--- src/rtl/alu_reservation_station.sv ---
// alu_reservation_station: holds ALU commands until their operands arrive on the CDB, then executes and broadcasts them
module alu_reservation_station #(
    parameter int SLOT_COUNT    = 2,
    parameter int DATA_WIDTH    = 4,
    parameter int CDB_TAG_WIDTH = 4,
    parameter int TAG_BASE      = 1,
    parameter int ALU_OP_WIDTH  = 2
) (
    input  logic                     clk,
    input  logic                     rst,
    input  logic                     cdb_in_valid,
    input  logic [CDB_TAG_WIDTH-1:0] cdb_in_tag,
    input  logic [DATA_WIDTH-1:0]    cdb_in_data,
    input  logic                     alu_eu_command_update_en,
    input  logic [ALU_OP_WIDTH-1:0]  alu_op,
    input  logic [DATA_WIDTH-1:0]    alu_eu_operand_a_data,
    input  logic                     alu_eu_operand_a_data_is_valid,
    input  logic [DATA_WIDTH-1:0]    alu_eu_operand_b_data,
    input  logic                     alu_eu_operand_b_data_is_valid,
    output logic                     alu_eu_command_update_accepted,
    output logic [CDB_TAG_WIDTH-1:0] alu_eu_command_result_cdb_tag,
    output logic                     cdb_out_valid,
    output logic [CDB_TAG_WIDTH-1:0] cdb_out_tag,
    output logic [DATA_WIDTH-1:0]    cdb_out_data,
    input  logic                     cdb_out_grant
);
    localparam int IW = SLOT_COUNT > 1 ? $clog2(SLOT_COUNT) : 1;

    typedef enum logic [1:0] {FREE, WAITING, READY, EXECUTING} slot_state_t;

    slot_state_t                 st     [SLOT_COUNT];
    slot_state_t                 st_n   [SLOT_COUNT];
    logic [ALU_OP_WIDTH-1:0]     op     [SLOT_COUNT];
    logic [ALU_OP_WIDTH-1:0]     op_n   [SLOT_COUNT];
    logic [DATA_WIDTH-1:0]       a      [SLOT_COUNT];
    logic [DATA_WIDTH-1:0]       a_n    [SLOT_COUNT];
    logic [DATA_WIDTH-1:0]       b      [SLOT_COUNT];
    logic [DATA_WIDTH-1:0]       b_n    [SLOT_COUNT];
    logic                        a_v    [SLOT_COUNT];
    logic                        a_v_n  [SLOT_COUNT];
    logic                        b_v    [SLOT_COUNT];
    logic                        b_v_n  [SLOT_COUNT];
    logic                        out_valid_n;
    logic [CDB_TAG_WIDTH-1:0]    out_tag_n;
    logic [DATA_WIDTH-1:0]       out_data_n;
    logic                        free_found, rdy_found, grant_fire, a_hit, b_hit;
    logic [IW-1:0]               free_idx, rdy_idx;

    function automatic logic [DATA_WIDTH-1:0] alu(input logic [ALU_OP_WIDTH-1:0] o,
                                                  input logic [DATA_WIDTH-1:0] x,
                                                  input logic [DATA_WIDTH-1:0] y);
        return o == ALU_OP_WIDTH'(0) ? x + y :
               o == ALU_OP_WIDTH'(1) ? x - y :
               o == ALU_OP_WIDTH'(2) ? x & y : x | y;
    endfunction

    // Lowest FREE slot for allocation and lowest READY slot for issue
    always_comb begin
        free_found = 1'b0;
        free_idx   = '0;
        rdy_found  = 1'b0;
        rdy_idx    = '0;
        for (int i = SLOT_COUNT - 1; i >= 0; i--) begin
            if (st[i] == FREE) begin
                free_found = 1'b1;
                free_idx   = IW'(i);
            end
            if (st[i] == READY) begin
                rdy_found = 1'b1;
                rdy_idx   = IW'(i);
            end
        end
    end

    assign alu_eu_command_update_accepted = alu_eu_command_update_en && free_found;
    assign alu_eu_command_result_cdb_tag  = alu_eu_command_update_accepted ?
                                            CDB_TAG_WIDTH'(TAG_BASE) + CDB_TAG_WIDTH'(free_idx) : '0;
    assign grant_fire = cdb_out_valid && cdb_out_grant;
    assign a_hit = !alu_eu_operand_a_data_is_valid && cdb_in_valid &&
                   alu_eu_operand_a_data[CDB_TAG_WIDTH-1:0] == cdb_in_tag;
    assign b_hit = !alu_eu_operand_b_data_is_valid && cdb_in_valid &&
                   alu_eu_operand_b_data[CDB_TAG_WIDTH-1:0] == cdb_in_tag;

    // Next slot contents: CDB capture, release on grant, issue into the result register, allocation
    always_comb begin
        st_n        = st;
        op_n        = op;
        a_n         = a;
        b_n         = b;
        a_v_n       = a_v;
        b_v_n       = b_v;
        out_valid_n = cdb_out_valid && !cdb_out_grant;
        out_tag_n   = cdb_out_tag;
        out_data_n  = cdb_out_data;
        for (int i = 0; i < SLOT_COUNT; i++) begin
            if (st[i] == WAITING && cdb_in_valid) begin
                if (!a_v[i] && a[i][CDB_TAG_WIDTH-1:0] == cdb_in_tag) begin
                    a_n[i]   = cdb_in_data;
                    a_v_n[i] = 1'b1;
                end
                if (!b_v[i] && b[i][CDB_TAG_WIDTH-1:0] == cdb_in_tag) begin
                    b_n[i]   = cdb_in_data;
                    b_v_n[i] = 1'b1;
                end
            end
            if (st[i] == WAITING && a_v_n[i] && b_v_n[i])
                st_n[i] = READY;
            if (st[i] == EXECUTING && grant_fire)
                st_n[i] = FREE;
        end
        if (rdy_found && (!cdb_out_valid || cdb_out_grant)) begin
            st_n[rdy_idx] = EXECUTING;
            out_valid_n   = 1'b1;
            out_tag_n     = CDB_TAG_WIDTH'(TAG_BASE) + CDB_TAG_WIDTH'(rdy_idx);
            out_data_n    = alu(op[rdy_idx], a[rdy_idx], b[rdy_idx]);
        end
        if (alu_eu_command_update_accepted) begin
            op_n[free_idx]  = alu_op;
            a_n[free_idx]   = a_hit ? cdb_in_data : alu_eu_operand_a_data;
            b_n[free_idx]   = b_hit ? cdb_in_data : alu_eu_operand_b_data;
            a_v_n[free_idx] = alu_eu_operand_a_data_is_valid || a_hit;
            b_v_n[free_idx] = alu_eu_operand_b_data_is_valid || b_hit;
            st_n[free_idx]  = (alu_eu_operand_a_data_is_valid || a_hit) &&
                              (alu_eu_operand_b_data_is_valid || b_hit) ? READY : WAITING;
        end
    end

    // State register; reset drops every slot and any pending result
    always_ff @(posedge clk or posedge rst) begin
        if (rst) begin
            for (int i = 0; i < SLOT_COUNT; i++) begin
                st[i]  <= FREE;
                op[i]  <= '0;
                a[i]   <= '0;
                b[i]   <= '0;
                a_v[i] <= 1'b0;
                b_v[i] <= 1'b0;
            end
            cdb_out_valid <= 1'b0;
            cdb_out_tag   <= '0;
            cdb_out_data  <= '0;
        end else begin
            st            <= st_n;
            op            <= op_n;
            a             <= a_n;
            b             <= b_n;
            a_v           <= a_v_n;
            b_v           <= b_v_n;
            cdb_out_valid <= out_valid_n;
            cdb_out_tag   <= out_tag_n;
            cdb_out_data  <= out_data_n;
        end
    end
endmodule

--- config.mk ---
export PLATFORM = sky130hd
export DESIGN_NAME = alu_reservation_station
export DESIGN_NICKNAME = d
export VERILOG_FILES = /design/src/rtl/alu_reservation_station.sv
export SDC_FILE = /design/constraint.sdc
export NUM_CORES = 1
export LEC_CHECK = 0
export CELL_PAD_IN_SITES_DETAIL_PLACEMENT = 0
export CELL_PAD_IN_SITES_GLOBAL_PLACEMENT = 1
export CORE_MARGIN = 2
export CORE_UTILIZATION = 37
export CTS_CLUSTER_DIAMETER = 80
export DETAILED_ROUTE_END_ITERATION = 6
export PLACE_DENSITY = 0.88
export SLEW_MARGIN = 20
export SYNTH_ARGS = -nofsm -noshare
export SYNTH_HDL_FRONTEND = slang
export SYNTH_SLANG_ARGS = --single-unit
--- constraint.sdc ---
create_clock -name clk -period 2.8 [get_ports clk]
set_input_delay 0.84 -clock clk [delete_from_list [all_inputs] [get_ports clk]]
set_output_delay 0.84 -clock clk [all_outputs]
set_load 0.02 [all_outputs]
---- Word level (Yosys, flattened, before mapping) ----
Index checks and enable logic that the tools add are counted.
word-level totals
  register bits after elaboration ......... 37
  latch bits .............................. 0
  memory bits (writable) .................. 0
  memory bits (read-only) ................. 0
  output and inout port bits .............. 14
  memories ................................ 0
cells by class
  $add $sub $neg .......................... 4
  multipliers ............................. 0
  div/mod/pow operators ................... 0
  order comparisons ....................... 4
  eq/ne operators ......................... 14
  shifts and indexed selects .............. 0
  multiplexer cells ....................... 63
  bitwise gates (word level) .............. 5
  reductions and logical operators ........ 37
operator list
  cell                 count
  $mux 4               22
  $mux 2               13
  $eq 4x4->1           6
  $logic_and 1x1->1    23
  $bwmux 8             2
  $mux 1               16
  $mux 8               2
  $eq 2x2->1 const B   5
  $bwmux 4             2
  $logic_not 1->1      8
  $or 4x4->4           2
  $eq 2x1->1 const B   3
  $logic_not 2->1      3
  $add 1x1->2 const A  2
  $add 4x4->4          1
  $and 4x4->4          1
  $bwmux 2             2
  $demux 2 s1          2
  $demux 4 s1          1
  $ge 2x2->1 const B   2
  $lt 2x1->1 const B   2
  $not 1->2            2
  $sub 4x4->4          1
  $logic_or 1x1->1     3
  $demux 1 s1          1

---- Longest topological paths before layout ----
  depth in word-level cells ............... 12
  depth in mapped cells ................... 11

---- Least setup slack after synthesis ----
OpenSTA, ideal clock, no wires.
  path type ............................... register to register
  from .................................... register st[0] (netlist name)
  to ...................................... register cdb_out_data[3]
  setup time .............................. 0.110 ns
  data arrival time ....................... 2.635 ns
  setup slack ............................. 0.055 ns
  cell stages (with the launch flop) ...... 12
  buffers on the path ..................... 1
  cells stage by stage .................... dfrtp_1 nand2b_1 nor2_1 buf_2 mux2_2 inv_1 ha_1 a21o_1 a21oi_1 xnor2_1 nor2_1 o41ai_1
between the ends
  longest elaborated chain between the ends .. 11
  elaborated cells on any way between the ends .. 25
ends and longest elaborated chain
  element                                                              line  source
  start: declaration                                                   31    slot_state_t st [SLOT_COUNT];
  start signal: assignment                                             143   st <= st_n;
  $eq 2x2->1 (*)                                                       68    if (st[i] == READY) begin
  $mux 1 (*)                                                           68
  parallel branches: the longest is 9 deep, another holds $sub 4x4->4  -
  end signal: assignment                                               151   cdb_out_data <= out_data_n;
  end: declaration                                                     24    output logic [DATA_WIDTH-1:0] cdb_out_data,
Mark *: on every way between the ends. The select of a mux whose other input is x is not followed.
A chain may end at the register's enable or synchronous reset.

---- Worst setup path in the final report ----
  from .................................... input alu_eu_command_update_en
  to ...................................... output alu_eu_command_update_accepted
between the ends
  longest elaborated chain between the ends .. 1
ends and longest elaborated chain
  element             line  source
  start: declaration  14    input logic alu_eu_command_update_en,
  $logic_and 1x1->1   75    assign alu_eu_command_update_accepted = alu_eu_command_update_en && free_found;
  end: declaration    20    output logic alu_eu_command_update_accepted,
No other way between the ends.

==> metrics.txt <==
status=completed; fill count=661; Post-CTS Setup Repair Bufs=0; P_leak=1.53 nW; CTS tree=done; Seq/Total Area, Yosys=0.340; Detail Route Antenna Nets=0; # setup viols final=0; max-cap violation count=0; initial core utilization=0.381; Tmin final=2.73 ns; slowest stage delay, CP=roughly 0.5 ns; largest net degree at the start of global routing=36; Die Area=7640 µm²; Distinct cells, synth=55; CP Cell Sequence=clkdlybuf4s50_1 > nand2_1 > nand2_1 > dlygate4sd2_1; asr flop ratio synth=1.00; IO buf count=34; Die Y=87.4 µm; vias in the first global route=around 2,200; pre-CTS WS=-0.227 ns; worst-case clock buffer depth=2; crit path kind=in2out; DP HPWL=5.27 mm; WP buf/inv=2; drt pass-1 iters=7; ant diodes=0; R2R cell count=11; worst setup path start=alu_eu_command_update_en; fraction of layout cells with a size suffix above 1=0.144; Nets=391; Crit-path slowest cell=clkdlybuf4s50_1; GRT Total Usage=0.179; worst skew pair latency=0.29 ns; final hold vios=0; Vias=2,352; Num CTS Buffers=5; area delta synth->final=29.2%; Rel. slew slack=0.539; peak supply drop=0.349 mV; Critical Path AT=1.89 ns; Cell Area, Synth=roughly 2600 µm²; hold_sp=cdb_out_data[1]; Fmax=366 MHz; FF+latch area=876 µm²; Power Dens Cells=1150 nW/µm²; WP depth=4; setup ws final=between 0.06 and 0.07 ns; Top Family by Delay on Critical Path=buffers and inverters; core area=around 6800 µm²; Sink Count=35; Worst path most repeated cell=nand2_1; crit path to=alu_eu_command_update_accepted; GPL Wtd Cong=around 0.87; Max Transition Viols Final=0; row cnt=30; H-tree depth=2; Synth Instances=a little under 300; RR Endpoint=cdb_out_data[2]; commonest non-fill, non-tap cell in the layout=dfrtp_1; worst-margin pin slew=0.687 ns; skew final=0.00981 ns; Inst Count DP=426; number of remaining DRC errors=0; GRT Residual Overflow=0; top cell type's share of synthesized area=0.340; multi-input logic area=1520 µm²; most used flip-flop cell after synthesis=dfrtp_1; post-synth top area cell=dfrtp_1; root buf cell=clkbuf_8; Reg clk slew, reported paths=0.07 ns; most frequent cells in the layout=35 x dfrtp_1, 31 x nand2_1, 31 x clkdlybuf4s50_1; # IOs=39; DR WL/cell=15.0 µm; initial antenna violation count=0; Via-to-Cell Ratio=5.42; Worst Path Required=a little under 2 ns; crit share post-route=0.976; Final Non-Filler Cells=434; main area contributors after synthesis=dfrtp_1 34%, xor2_1 5.8%, ha_1 5.3%, inv_1 4.7%, nand2_1 4.5%; initial drt markers=103; Hold-fix buffers, CTS=0; Post-synth EDFFs=0; synthesized flop and latch total=35; Die X=approximately 87 µm; Critical Path Fanout Max=4; RSZ-0062 raised after global routing=yes; Critical Path End Type=output port; syn avg cell area=8.87 µm²; Critical R2R Launch=st[0]; Worst setup SP type=input port; R2R Setup Slk=0.20 ns; drt total wl=approximately 6.5 mm; worst hold path class=reg2reg; Warnings, synthesis=0; first-pass GRT wire length=10.7 mm
[worst reg2reg max path: stages, from the launching register on]
cell	delay (ns)
dfrtp_1	0.38
nand2b_1	0.20
nor2_2	0.17
buf_6	0.16
mux2_2	0.38
inv_1	0.09
ha_1	0.17
inv_1	0.06
fa_1	0.38
xnor2_1	0.14
a211oi_1	0.24
o31ai_1	0.09
[state kept, by name, summed over array words and instances, names as in the netlist]
register	cells
cdb_out_data	4
a	8
cdb_out_valid	1
b_v	2
a_v	2
cdb_out_tag	2
op	4
st	4
b	8
[Yosys cell counts (2+ instances only)]
cell       n
dfrtp_1   35
inv_1     32
nand2_1   31
xor2_1    17
a21oi_1   13
nor2_1    12
ha_1      11
xnor2_1   11
nand3_1   10
a221o_1    7
nor3_1     7
nand2b_1   6
and2_1     5
buf_4      5
mux2i_1    5
o221ai_1   5
mux2_2     4
nor2b_1    4
o21a_1     4
o21ai_0    4
o22ai_1    4
a211oi_1   3
a221oi_1   3
a222oi_1   3
a31oi_1    3
and3_1     3
buf_2      3
o31ai_1    3
a21o_1     2
a22oi_1    2
and2b_1    2
clkbuf_1   2
clkinv_1   2
fa_1       2
nand4_1    2
o211ai_1   2
o21ai_1    2
o21bai_1   2
[through the flow]
step                area, µm²  utilization  hold slack [ns]  setup TNS [ns]  total power, W
CTS                      3310        0.490            0.485               0         0.00380
detailed placement       3180        0.471            0.462           -1.29         0.00325
floorplan                2580            -            0.494               0         0.00254
global placement         3180        0.471            0.463          -0.991         0.00319
finish                   3330        0.492            0.477               0         0.00383
global route             3330        0.492            0.512        -0.00395         0.00417
[metal layers]
| metal | vias up | part of all wire | global-route usage |
|---|---|---|---|
| met5 | - | 0 | 0 |
| met4 | 0 | 0.010 | 0.0378 |
| met3 | 7 | 0.052 | 0.0351 |
| met2 | 76 | 0.48 | 0.306 |
| met1 | 1132 | 0.45 | 0.236 |
| li1 | 1137 | - | - |
[worst min-delay path by stage]
stage | cells past startpoint | endpoint | slack, ns
final | 2 | cdb_out_data[1] | 0.48
after global routing | 2 | cdb_out_data[1] | 0.51
after CTS | 2 | cdb_out_data[3] | 0.49
after detailed placement | 2 | cdb_out_data[3] | 0.46
after global placement | 2 | cdb_out_data[2] | 0.46
after floorplan | 2 | a[6] | 0.49
[cells by family after synthesis]
logic type / after synthesis / share of synthesized area
buf+inv: 45 / 0.0773
flops: 35 / 0.340
xor+xnor: 29 / 0.102
fa+ha+maj: 13 / 0.0690
compound gates: 70 / 0.200
simple gates: 88 / 0.174
mux: 9 / 0.0369
other cells: 1 / 0.00146
[power by group]
group	leakage, nW	switching [W]	total (W)	internal, W
sequential	0.413	0.000207	0.000962	0.000755
clock	0.0644	0.000196	0.000552	0.000355
combinational	1.06	0.00124	0.00232	0.00108
[area by class of cell]
| cell class | instances | area share |
|---|---|---|
| multi-input cells | 213 | 0.458 |
| flip-flops and latches | 35 | 0.263 |
| clock inverters | 3 | 0.0203 |
| inverters | 34 | 0.0384 |
| clock buffers | 5 | 0.0207 |
| repair buffers | 64 | 0.169 |
| well taps | 80 | 0.0301 |
[what timing repair did]
action | in CTS | in global routing
resized for setup | 3 | 8
pin swaps | 0 | 1
setup endpoints to repair | 3 | 2
Note: power is estimated with default switching activity, not from simulation.
==> edit: new RTL, same flow settings <==
The parameter `DATA_WIDTH` goes from 4 to 6.
--- a/src/rtl/alu_reservation_station.sv
+++ b/src/rtl/alu_reservation_station.sv
@@ -1,7 +1,7 @@
 // alu_reservation_station: holds ALU commands until their operands arrive on the CDB, then executes and broadcasts them
 module alu_reservation_station #(
     parameter int SLOT_COUNT    = 2,
-    parameter int DATA_WIDTH    = 4,
+    parameter int DATA_WIDTH    = 6,
     parameter int CDB_TAG_WIDTH = 4,
     parameter int TAG_BASE      = 1,
     parameter int ALU_OP_WIDTH  = 2
Interface: changed (resized alu_eu_operand_a_data, alu_eu_operand_b_data, cdb_in_data and cdb_out_data); port bits go from 39 to 47. No check against the original RTL was run, so the function may have changed too.
==> edit against the original RTL <==
Area after synthesis grew 30%. Final cell count grew 35%. Worst setup slack lost 12 ps. Sequential cell count grew 10. Clock power grew 6.9%. First-iteration DRC count grew 140%. Sequential power grew 29%. Wire length grew 52%. Design area grew 32%. Power grew 55%. Die area grew 29%.
==> edit: results (changes against the original RTL) <==
[metrics] leakage power figure: 2.09 nW (+36%)
[metrics] power spent charging and discharging nets: 2.73 mW (+67%)
[metrics] number of multi-input combinational cells: 281 (+32%)
[metrics] number of iterations in the first detailed-routing pass: 5 (-2)
[metrics] GRT Total Usage: 0.202 (+0.0223)
[metrics] worst vdd ir: 0.000466 V (+34%)
[metrics] Seq Cell Count: 45 (+29%)
[metrics] synthesized-area fraction occupied by ao, oa, aoi and oai cells: 0.234 (+0.0340)
[metrics] outcome: finished, final reports clean
[metrics] logic gate share of total power: 0.692 (+0.087)
[metrics] fraction of the mapped netlist area in adder cells: 0.0681 (-0.000944)
[metrics] met3 Resource Use GR: 0.0312 (-0.00387)
[metrics] total length of routed met3 wires: 438 um (+30%)
[metrics] vias in the first global route: 3098 (+41%)
[metrics] Commonest cells post-synth: sky130_fd_sc_hd__inv_1, sky130_fd_sc_hd__nor2_1, sky130_fd_sc_hd__dfrtp_1
[metrics] final estimated routing congestion in global placement: 0.977 (+13%)
[metrics] Worst R2R Start: st[3]
[metrics] fraction of final layout cells sized beyond drive strength 1: 0.177 (+0.0334)
[metrics] part of the total power dissipated in the clock network: 0.099 (-0.045)
[metrics] post-synthesis share of cell area spent on xor and xnor gates: 0.0655 (-0.0361)
[metrics] Fill cells: 826 (+25%)
[metrics] Signal buffers: 90 (+41%)
[metrics] highest cell delay on the worst timing path: 540 ps (+40 ps)
[metrics] largest net degree at the start of global routing: 46 (+28%)
[metrics] design area: 4390 um^2 (+32%)
[metrics] Data buffer area share: 0.176 (+0.00729)
[metrics] met1 track utilization from global routing: 0.271 (+0.0354)
[metrics] Area contributors post-synth: sky130_fd_sc_hd__dfrtp_1, sky130_fd_sc_hd__inv_1, sky130_fd_sc_hd__ha_1, sky130_fd_sc_hd__nor2_1, sky130_fd_sc_hd__xor2_1
[metrics] Power Density: 1350 nW/um^2 (+18%)
[metrics] Worst Clk Skew: 8.54 ps (-1.27 ps)
[metrics] count of distinct cell types in the synthesized netlist: 64 (+16%)
[metrics] final cell count without fillers: 587 (+35%)
[metrics] Total Nets Final: 526 (+35%)
[metrics] largest registers: a x12, b x12, cdb_out_data x6
[metrics] worst-case setup slack after placement: -280 ps (-52.7 ps)
[metrics] clock tree cell share of total cell area: 0.0305 (-0.0105)
[metrics] routed length on met1: 4420 um (+50%)
## edit: changes by cell type after synthesis, moves of 6 or more
cell,before,now
sky130_fd_sc_hd__nor2_1,12,46
sky130_fd_sc_hd__a221o_1,7,0
sky130_fd_sc_hd__o22ai_1,4,10
sky130_fd_sc_hd__inv_1,32,52
sky130_fd_sc_hd__a21oi_1,13,20
sky130_fd_sc_hd__a222oi_1,3,13
sky130_fd_sc_hd__nand3_1,10,4
sky130_fd_sc_hd__dfrtp_1,35,45
sky130_fd_sc_hd__a21o_1,2,11
## edit: final timing paths
kind	to	slack [ps]
setup / recovery	alu_eu_command_result_cdb_tag[0]	60
hold / removal	cdb_out_data[1]	490
setup reg to reg	cdb_out_data[5]	150
hold reg to reg	cdb_out_data[1]	490
max in group asynchronous	a[6]	1370
min in group asynchronous	cdb_out_data[4]	1000
## edit: what timing repair did
action,4_1_cts,5_1_grt
pin swaps,0,4
gates resized for setup,3,11
setup endpoints to repair,3,4
hold buffers,0,0
buffers inserted,0,6
cloned,0,1
